**config.mk**
```make
export PLATFORM = sky130hd
export DESIGN_NAME = mem_arbiter_flat
export DESIGN_NICKNAME = d
export VERILOG_FILES = /design/src/rtl/mem_arbiter_pkg.sv /design/src/rtl/mem_arbiter_if.sv /design/src/rtl/mem_arbiter.sv /design/src/flat_wrapper.sv
export SDC_FILE = /design/constraint.sdc
export NUM_CORES = 1
export LEC_CHECK = 0
export CORE_MARGIN = 10
export CORE_UTILIZATION = 25
export DETAILED_ROUTE_END_ITERATION = 10
export GPL_TIMING_DRIVEN = 0
export HOLD_SLACK_MARGIN = 0.12
export PLACE_DENSITY = 0.65
export SKIP_CTS_REPAIR_TIMING = 1
export SKIP_LAST_GASP = 1
export SYNTH_ARGS = -nofsm -noshare
export SYNTH_HDL_FRONTEND = slang
export SYNTH_SLANG_ARGS = --single-unit
export TNS_END_PERCENT = 20
```
**constraint.sdc**
```tcl
create_clock -name clk -period 1.7 [get_ports clk]
set_input_delay 0.34 -clock clk [delete_from_list [all_inputs] [get_ports clk]]
set_output_delay 0.34 -clock clk [all_outputs]
set_load 0.01 [all_outputs]
```
**src/rtl/mem_arbiter_pkg.sv**
```systemverilog
// Shared encodings and defaults for the IF/MEM memory-port arbiter.
package mem_arbiter_pkg;

    typedef enum logic [1:0] {
        ST_IDLE = 2'd0,
        ST_BUSY = 2'd1,
        ST_DONE = 2'd2
    } state_t;

    typedef enum logic {
        GNT_IF  = 1'b0,
        GNT_MEM = 1'b1
    } grantee_t;

    localparam logic [2:0] DMTYPE_WORD      = 3'b010;
    localparam int         STARVE_LIMIT_DEF = 4;
    localparam int         TIMEOUT_DEF      = 255;

endpackage

```
**src/rtl/mem_arbiter_if.sv**
```systemverilog
// Requestor-side (fetch, load/store) and shared memory-port signals of the arbiter.
interface mem_arbiter_if;

    logic        if_req;
    logic [31:0] if_addr;
    logic [31:0] if_rdata;
    logic        if_ack;

    logic        mem_req;
    logic        mem_we;
    logic [31:0] mem_addr;
    logic [31:0] mem_wdata;
    logic [2:0]  mem_dmtype;
    logic [31:0] mem_rdata;
    logic        mem_ack;

    logic        bus_req;
    logic        bus_we;
    logic [31:0] bus_addr;
    logic [31:0] bus_wdata;
    logic [2:0]  bus_dmtype;
    logic        bus_ready;
    logic [31:0] bus_rdata;

    logic        err;

    // Arbiter side.
    modport slave (
        input  if_req, if_addr, mem_req, mem_we, mem_addr, mem_wdata, mem_dmtype,
        input  bus_ready, bus_rdata,
        output if_rdata, if_ack, mem_rdata, mem_ack,
        output bus_req, bus_we, bus_addr, bus_wdata, bus_dmtype, err
    );

    // Requestors plus memory.
    modport master (
        output if_req, if_addr, mem_req, mem_we, mem_addr, mem_wdata, mem_dmtype,
        output bus_ready, bus_rdata,
        input  if_rdata, if_ack, mem_rdata, mem_ack,
        input  bus_req, bus_we, bus_addr, bus_wdata, bus_dmtype, err
    );

endinterface

```
**src/rtl/mem_arbiter.sv**
```systemverilog
// Arbitrates fetch and load/store onto one memory port; req->bus_req 1 cycle, bus_ready->ack 1 cycle.
// Backpressure: requestors hold req until ack; the bus stalls via bus_ready, aborted after TIMEOUT cycles.
module mem_arbiter
    import mem_arbiter_pkg::*;
#(
    parameter int STARVE_LIMIT = STARVE_LIMIT_DEF,
    parameter int TIMEOUT      = TIMEOUT_DEF
) (
    input  logic         clk,
    input  logic         reset,
    mem_arbiter_if.slave arb
);

    localparam int CNT_W    = $clog2(TIMEOUT + 1);
    localparam int STREAK_W = $clog2(STARVE_LIMIT + 1);
    localparam logic [CNT_W-1:0]    CNT_LAST   = CNT_W'(TIMEOUT - 1);
    localparam logic [STREAK_W-1:0] STREAK_MAX = STREAK_W'(STARVE_LIMIT);

    state_t               state;
    grantee_t             grantee;
    logic [CNT_W-1:0]     tmo_cnt;
    logic [STREAK_W-1:0]  mem_streak;
    logic                 if_starved;
    logic                 grant_mem;
    logic                 finish;

    // MEM has priority unless IF has already waited out STARVE_LIMIT MEM grants.
    assign if_starved = arb.if_req && (mem_streak == STREAK_MAX);
    assign grant_mem  = arb.mem_req && !if_starved;
    assign finish     = arb.bus_ready || (tmo_cnt == CNT_LAST);

    always_ff @(posedge clk) begin
        if (!reset) begin
            state          <= ST_IDLE;
            grantee        <= GNT_IF;
            tmo_cnt        <= '0;
            mem_streak     <= '0;
            arb.bus_req    <= 1'b0;
            arb.bus_we     <= 1'b0;
            arb.bus_addr   <= '0;
            arb.bus_wdata  <= '0;
            arb.bus_dmtype <= '0;
            arb.if_ack     <= 1'b0;
            arb.mem_ack    <= 1'b0;
            arb.err        <= 1'b0;
            arb.if_rdata   <= '0;
            arb.mem_rdata  <= '0;
        end else begin
            case (state)
                ST_IDLE: begin
                    if (grant_mem) begin
                        grantee        <= GNT_MEM;
                        arb.bus_we     <= arb.mem_we;
                        arb.bus_addr   <= arb.mem_addr;
                        arb.bus_wdata  <= arb.mem_wdata;
                        arb.bus_dmtype <= arb.mem_dmtype;
                        if (arb.if_req && (mem_streak != STREAK_MAX)) begin
                            mem_streak <= mem_streak + 1'b1;
                        end
                        tmo_cnt        <= '0;
                        arb.bus_req    <= 1'b1;
                        state          <= ST_BUSY;
                    end else if (arb.if_req) begin
                        grantee        <= GNT_IF;
                        arb.bus_we     <= 1'b0;
                        arb.bus_addr   <= arb.if_addr;
                        arb.bus_wdata  <= '0;
                        arb.bus_dmtype <= DMTYPE_WORD;
                        mem_streak     <= '0;
                        tmo_cnt        <= '0;
                        arb.bus_req    <= 1'b1;
                        state          <= ST_BUSY;
                    end
                end
                ST_BUSY: begin
                    if (finish) begin
                        arb.bus_req <= 1'b0;
                        arb.err     <= !arb.bus_ready;
                        state       <= ST_DONE;
                        // An aborted access returns zero data, stores included.
                        if (grantee == GNT_IF) begin
                            arb.if_ack   <= 1'b1;
                            arb.if_rdata <= arb.bus_ready ? arb.bus_rdata : '0;
                        end else begin
                            arb.mem_ack <= 1'b1;
                            if (!arb.bus_ready) begin
                                arb.mem_rdata <= '0;
                            end else if (!arb.bus_we) begin
                                arb.mem_rdata <= arb.bus_rdata;
                            end
                        end
                    end else begin
                        tmo_cnt <= tmo_cnt + 1'b1;
                    end
                end
                ST_DONE: begin
                    arb.if_ack  <= 1'b0;
                    arb.mem_ack <= 1'b0;
                    arb.err     <= 1'b0;
                    state       <= ST_IDLE;
                end
                default: begin
                    state <= ST_IDLE;
                end
            endcase
        end
    end

endmodule

```
**src/flat_wrapper.sv**
```systemverilog
// flat-port wrapper written by rule: the top's interface ports become plain ports
module mem_arbiter_flat import mem_arbiter_pkg::*;
#(
    parameter int STARVE_LIMIT = STARVE_LIMIT_DEF,
    parameter int TIMEOUT      = TIMEOUT_DEF
)
  (clk, reset, arb_if_req, arb_if_addr, arb_mem_req, arb_mem_we, arb_mem_addr, arb_mem_wdata, arb_mem_dmtype, arb_bus_ready, arb_bus_rdata, arb_if_rdata, arb_if_ack, arb_mem_rdata, arb_mem_ack, arb_bus_req, arb_bus_we, arb_bus_addr, arb_bus_wdata, arb_bus_dmtype, arb_err);
  mem_arbiter_if arb_i ();
  input  logic clk;
  input  logic reset;
  input wire logic [$bits(arb_i.if_req)-1:0] arb_if_req;
  input wire logic [$bits(arb_i.if_addr)-1:0] arb_if_addr;
  input wire logic [$bits(arb_i.mem_req)-1:0] arb_mem_req;
  input wire logic [$bits(arb_i.mem_we)-1:0] arb_mem_we;
  input wire logic [$bits(arb_i.mem_addr)-1:0] arb_mem_addr;
  input wire logic [$bits(arb_i.mem_wdata)-1:0] arb_mem_wdata;
  input wire logic [$bits(arb_i.mem_dmtype)-1:0] arb_mem_dmtype;
  input wire logic [$bits(arb_i.bus_ready)-1:0] arb_bus_ready;
  input wire logic [$bits(arb_i.bus_rdata)-1:0] arb_bus_rdata;
  output wire logic [$bits(arb_i.if_rdata)-1:0] arb_if_rdata;
  output wire logic [$bits(arb_i.if_ack)-1:0] arb_if_ack;
  output wire logic [$bits(arb_i.mem_rdata)-1:0] arb_mem_rdata;
  output wire logic [$bits(arb_i.mem_ack)-1:0] arb_mem_ack;
  output wire logic [$bits(arb_i.bus_req)-1:0] arb_bus_req;
  output wire logic [$bits(arb_i.bus_we)-1:0] arb_bus_we;
  output wire logic [$bits(arb_i.bus_addr)-1:0] arb_bus_addr;
  output wire logic [$bits(arb_i.bus_wdata)-1:0] arb_bus_wdata;
  output wire logic [$bits(arb_i.bus_dmtype)-1:0] arb_bus_dmtype;
  output wire logic [$bits(arb_i.err)-1:0] arb_err;
  assign arb_i.if_req = arb_if_req;
  assign arb_i.if_addr = arb_if_addr;
  assign arb_i.mem_req = arb_mem_req;
  assign arb_i.mem_we = arb_mem_we;
  assign arb_i.mem_addr = arb_mem_addr;
  assign arb_i.mem_wdata = arb_mem_wdata;
  assign arb_i.mem_dmtype = arb_mem_dmtype;
  assign arb_i.bus_ready = arb_bus_ready;
  assign arb_i.bus_rdata = arb_bus_rdata;
  assign arb_if_rdata = arb_i.if_rdata;
  assign arb_if_ack = arb_i.if_ack;
  assign arb_mem_rdata = arb_i.mem_rdata;
  assign arb_mem_ack = arb_i.mem_ack;
  assign arb_bus_req = arb_i.bus_req;
  assign arb_bus_we = arb_i.bus_we;
  assign arb_bus_addr = arb_i.bus_addr;
  assign arb_bus_wdata = arb_i.bus_wdata;
  assign arb_bus_dmtype = arb_i.bus_dmtype;
  assign arb_err = arb_i.err;
  mem_arbiter #(.STARVE_LIMIT(STARVE_LIMIT), .TIMEOUT(TIMEOUT)) u_core (.clk(clk), .reset(reset), .arb(arb_i));
endmodule
```
# Word level (Yosys, flattened, before mapping)

Cells that the tools add are included.

$add $sub $neg: 2
Eq/ne operators: 12
Mux-type cells: 35
Bitwise logic cells: 1
Reductions and logical operators: 20

Operators by type and width:

| cell                | count |
|---|---|
| $mux 32             | 7 |
| $mux 8              | 3 |
| $reduce_and 3->1    | 6 |
| $pmux 8 s2          | 1 |
| $mux 3              | 5 |
| $mux 1              | 11 |
| $add 8x1->8 const B | 1 |
| $eq 8x8->1 const B  | 1 |
| $ne 2x2->1 const B  | 4 |
| $pmux 1 s2          | 4 |
| $mux 2              | 3 |
| $reduce_and 2->1    | 3 |
| $reduce_bool 2->1   | 3 |
| $ne 2x1->1 const B  | 2 |
| $pmux 2 s2          | 1 |
| $reduce_and 4->1    | 1 |
| $add 3x1->3 const B | 1 |
| $eq 3x3->1 const B  | 1 |
| $logic_and 1x1->1   | 3 |
| $ne 3x2->1 const B  | 1 |
| $ne 3x3->1 const B  | 1 |
| $eq 2x1->1 const B  | 1 |
| $eq 2x2->1 const B  | 1 |
| $logic_not 1->1     | 2 |
| other kinds (3)     | 3 |

Register bits: 150
Input bits: 137
Output and inout bits: 136
Word-level logic and storage cells: 84

# Depth between registers and ports, before layout

Depth in word-level cells: 6
Depth in mapped cells: 8
Mapped depth without buffers: 6

# Worst setup path after synthesis

No wires, ideal clock.

Path kind: flip-flop to flip-flop
Start point: reg u_core.state[0]
End point: reg u_core.tmo_cnt[1]
Library setup time: 0.070 ns
Arrival time: 1.643 ns
Required time: 1.630 ns
Path slack: -0.013 ns
Cell stages (with the launch flop): 7
Buffers on the path: 0
Period minus slack after synthesis: 1.713 ns
Path through: dfxtp_1 > inv_1 > ha_1 > nor3b_1 > a211o_1 > or4_1 > a21boi_1

Cells in the longest elaborated chain, start to end: 3
Elaborated cells between the ends (all ways): 7
Classes of those cells: 3 x eq/ne; 1 x mux; 3 x reduce/logical

RTL lines:

| element                                       | line              | text |
|---|---|---|
| start: declaration                            | mem_arbiter.sv:19 | `state_t state;` |
| start signal: assignment                      | mem_arbiter.sv:34 | `state <= ST_IDLE;` |
| start signal: assignment                      | mem_arbiter.sv:62 | `state <= ST_BUSY;` |
| start signal: assignment                      | mem_arbiter.sv:72 | `state <= ST_BUSY;` |
| $eq 2x1->1 or $logic_not 2->1 (tied branches) | mem_arbiter.sv:49 | `case (state)` |
| $ne 2x2->1 (no line) (tied with other cells)  | n/a               |  |
| $reduce_and 3->1 (no line)                    | n/a               |  |
| end signal: assignment                        | mem_arbiter.sv:93 | `tmo_cnt <= tmo_cnt + 1'b1;` |
| end: declaration                              | mem_arbiter.sv:21 | `logic [CNT_W-1:0] tmo_cnt;` |

Several ways; a longest one is shown, not always the timed one.
A chain may end at the register's enable or synchronous reset.

# Worst setup path in the final report

Start point: reg u_core.tmo_cnt[0]
End point: reg u_core.arb.if_rdata[20]

Cells in the longest elaborated chain, start to end: 3

RTL lines:

| element                    | line                 | text |
|---|---|---|
| $eq 8x8->1                 | mem_arbiter.sv:30    | `assign finish = arb.bus_ready \|\| (tmo_cnt == CNT_LAST);` |
| $logic_or 1x1->1           | mem_arbiter.sv:30    |  |
| $reduce_and 3->1 (no line) | n/a                  |  |
| end signal: assignment     | mem_arbiter.sv:83    | `arb.if_rdata <= arb.bus_ready ? arb.bus_rdata : '0;` |
| end: declaration           | mem_arbiter_if.sv:31 | `output if_rdata, if_ack, mem_rdata, mem_ack,` |

No other way between the ends.

==> metrics.md <==
| Metric | Value |
|---|---|
| Status | complete, but fails checks |
| Failing checks | negative setup slack |
| Final ANT Viol Nets | 0 |
| FMAX | ~550 MHz |
| Design area | a little under 10000 um^2 |
| DR pass1 iterations | 4 |
| Gpl congestion | between 0.8 and 0.9 |
| Synth Area in XOR/XNOR | 0% |
| Setup violations, final | between 90 and 100 |
| Final nets | 1053 |
| Die area | about 30000 um^2 |
| Largest net degree at the start of global routing | 17 |
| CTS tree | done |
| Drt wl/cell | 17.5 um |
| Unique masters post-synth | 46 |
| Worst Skew | ~0.012 ns |
| Setup WS post-layout | -0.134 ns |
| CP max stage cell | o31a_4 |
| Post-route DRC | 0 |
| Yosys warns | 0 |
| Syn_nets | 757 |
| Max-cap violations | 0 |
| Worst Path Required | about 2 ns |
| Post-synth EDFFs | 0 |
| Fin crit share | 108% |
| Root Buffer | clkbuf_16 |
| Vias per cell | between 4 and 5 |
| Async S/R FF share, synth | 0% |
| Syn avg cell area | ~9.6 um^2 |
| Placed Area | approximately 9000 um^2 |
| Post-synthesis mux area share | under 10% |
| Detailed Route Iter0 Violations | around 280 |
| Final wirelength | ~22000 um |
| Compound-Gate Fraction of Synth Area | a little under a quarter |
| Largest family of logic cells by synthesized area | compound AO/OA/AOI/OAI gates |
| Final core occ | around 42% |
| CP peak stage delay | about 0.43 ns |
| Hold path startpoint | u_core.arb.mem_rdata[17] |
| Min Clock Period, post-route | 1.83 ns |
| Clk_lat worst skew | around 0.42 ns |
| Slew @ Worst Pin | 0.602 ns |
| Worst VDD drop | 556 uV |
| Crit path cell chain | inv_2, ha_2, and4_4, a21oi_4, o31a_4, buf_8, a32o_1 |
| Psw | 2.64 mW |
| Die Width | 173 um |
| Area grow syn2layout | 66.7% |
| Comb power frac | approximately a fifth |
| P_leak | approximately 3.6 nW |
| CTS H-tree depth | 4 |
| Netlist Area Pre-Place | 5870 um^2 |
| Slew Limit Fails | 0 |
| Core region area | approximately 23000 um^2 |
| Ys flop type | dfxtp_1 |
| Clock transition at path regs | 0.06 ns |
| R2r startpoint | u_core.tmo_cnt[0] |
| Clock share of power | slightly below 40% |
| # IOs | 273 |
| Die Height | ~170 um |
| Clock sink total | 150 |
| Critical Path Source | u_core.tmo_cnt[0] |
| Total GRT Usage | a little over an eighth |
| Adder-cell share of the synthesized area | around 1.5% |
| Crit-path max FO | 10 |
| Area share of and/or/nand/nor cells after synthesis | 13.7% |
| Area leader, netlist | dfxtp_1 |
| Worst-case clock buffer depth | 2 |
| Initial antenna violation count | 1 |
| CP Capture Type | flop |
| Pwr dens | between 900 and 1000 nW/um^2 |
| Max_slew headroom | approximately three fifths |
| Critical path class | flop to flop |
| Unrepaired setup endpoints after global routing | true |
| Post-DP HPWL | 16600 um |
| Fin. Hold Viols | 0 |
| Grt ovf | 0 |
| Total CTS buffers | 17 |
| Synth top area share | 51.1% |
| Starting density of the core | between 20% and 30% |
| Vias in the first global route | approximately 5.6k |
| Port Buffer Count | roughly 270 |
| Synth Instances | approximately 610 |
| Vias | 5772 |
| Setup TNS Final | -5.80 ns |
| Ranking of synthesized cells by area | dfxtp_1, o21ai_0, mux2i_1, a32o_1, a22oi_1 |
| Int Power | between 7 and 8 mW |
| Pre-CTS worst setup slack | -0.642 ns |
| Switching Share | between 20 and 30% |
| CP arrival | approximately 2.1 ns |
| Sequential share of the synthesized area | about half |
| Flop and latch count out of synthesis | 150 |
| Share of layout cells above drive strength 1 | around a tenth |
| Hold/Removal Path Class | flop to flop |
| CP startpoint kind | flop |
| FP Rows | 56 |
| Part of the power in registers | 40.4% |
| First-pass GRT wire length | roughly 33000 um |
==> synth_stat cells (2+ instances only) <==
library cell and instances:
a22oi_1 35, o211ai_1 2, or4_1 2, clkbuf_1 42
o21ai_1 2, buf_2 3, a32o_1 32, nand4_1 4
mux2i_1 34, buf_4 5, and3_1 6, o21ai_0 71
inv_1 12, a21oi_1 39, a31oi_1 7, nor2b_1 36
ha_1 7, nor2_1 6, dfxtp_1 150, nand2b_1 5
nor3_1 3, and2_1 2, a21boi_0 3, buf_6 3
nand2_1 46, nand3_1 36
==> metal layers <==
metal / GRT usage, % / part of all wire [%] / routed length [um]
met5: 0 / 0 / 0
met4: 3.74 / 1.3 / 280
met3: 4.18 / 5.5 / 1200
met2: 24.3 / 52 / 11300
met1: 15.5 / 41 / 8940
==> state kept, by name, indices dropped and copies added (netlist names) <==
signal                 flops
u_core.grantee             1
u_core.arb.if_rdata       32
u_core.arb.bus_wdata      32
u_core.arb.if_ack          1
u_core.state               2
u_core.arb.err             1
u_core.arb.bus_we          1
u_core.mem_streak          3
u_core.arb.bus_addr       32
u_core.arb.bus_req         1
u_core.arb.bus_dmtype      3
u_core.tmo_cnt             8
u_core.arb.mem_ack         1
u_core.arb.mem_rdata      32
==> through the flow <==
step,hold slack (ns),std cells,power [mW]
final,0.459,1242,9.73
after global routing,0.487,1242,10.2
after CTS,0.456,1235,9.76
after detailed placement,0.450,1203,5.96
after global placement,0.444,1203,5.95
after floorplan,0.433,613,4.83
==> worst paths after layout <==
kind / depth (start not counted) / slack (ns) / endpoint
max: 7 / -0.13 / u_core.arb.if_rdata[20]
min: 2 / 0.46 / u_core.arb.mem_rdata[17]
max reg2reg: 7 / -0.13 / u_core.arb.if_rdata[20]
min reg2reg: 2 / 0.46 / u_core.arb.mem_rdata[17]
==> critical path, delay by kind of cell (launching register included) <==
kind	cells	cell delay, ns
compound gates	3	0.73
flops	1	0.34
simple gates	1	0.26
buf+inv	2	0.22
fa+ha+maj	1	0.18
==> kinds of logic after synthesis <==
kind of cell | Yosys count
compound gates | 204
simple gates | 153
flops | 150
buf+inv | 65
mux | 34
fa+ha+maj | 7
==> area by class of cell <==
class	count	area [um^2]
multi-input combinational	398	2670
sequential	150	3010
buffer	53	317
timing repair buffer	277	2770
clock inverter	11	124
tap	319	399
clock buffer	21	450
antenna	1	2.50
inverter	12	48.8
fill	2347	13500
==> placed cells by master (no fill, tap or decap), drive strengths merged, types with 4 or more instances in the layout <==
| master | count |
|---|---|
| clkdlybuf4s50 | 271 |
| dfxtp | 150 |
| o21ai | 73 |
| clkbuf | 58 |
| nand2 | 46 |
| a21oi | 40 |
| nand3 | 36 |
| nor2b | 36 |
| a22oi | 35 |
| mux2i | 34 |
| a32o | 32 |
| buf | 22 |
| inv | 13 |
| a31oi | 7 |
| ha | 7 |
| nor2 | 6 |
| and3 | 6 |
| nand2b | 5 |
| nand4 | 4 |
| clkinvlp | 4 |
| a21boi | 4 |
| clkinv | 4 |
| nor3 | 4 |
==> power by group through the flow <==
| stage | combinational (mW) | sequential, mW | clock, mW |
|---|---|---|---|
| floorplan | 0.721 | 4.11 | 0 |
| global placement | 1.96 | 3.99 | 0 |
| detailed placement | 1.96 | 4.00 | 0 |
| CTS | 1.98 | 3.92 | 3.86 |
| global route | 2.22 | 3.96 | 4.01 |
| finish | 2.05 | 3.93 | 3.74 |
(Power assumes the default switching activity.)
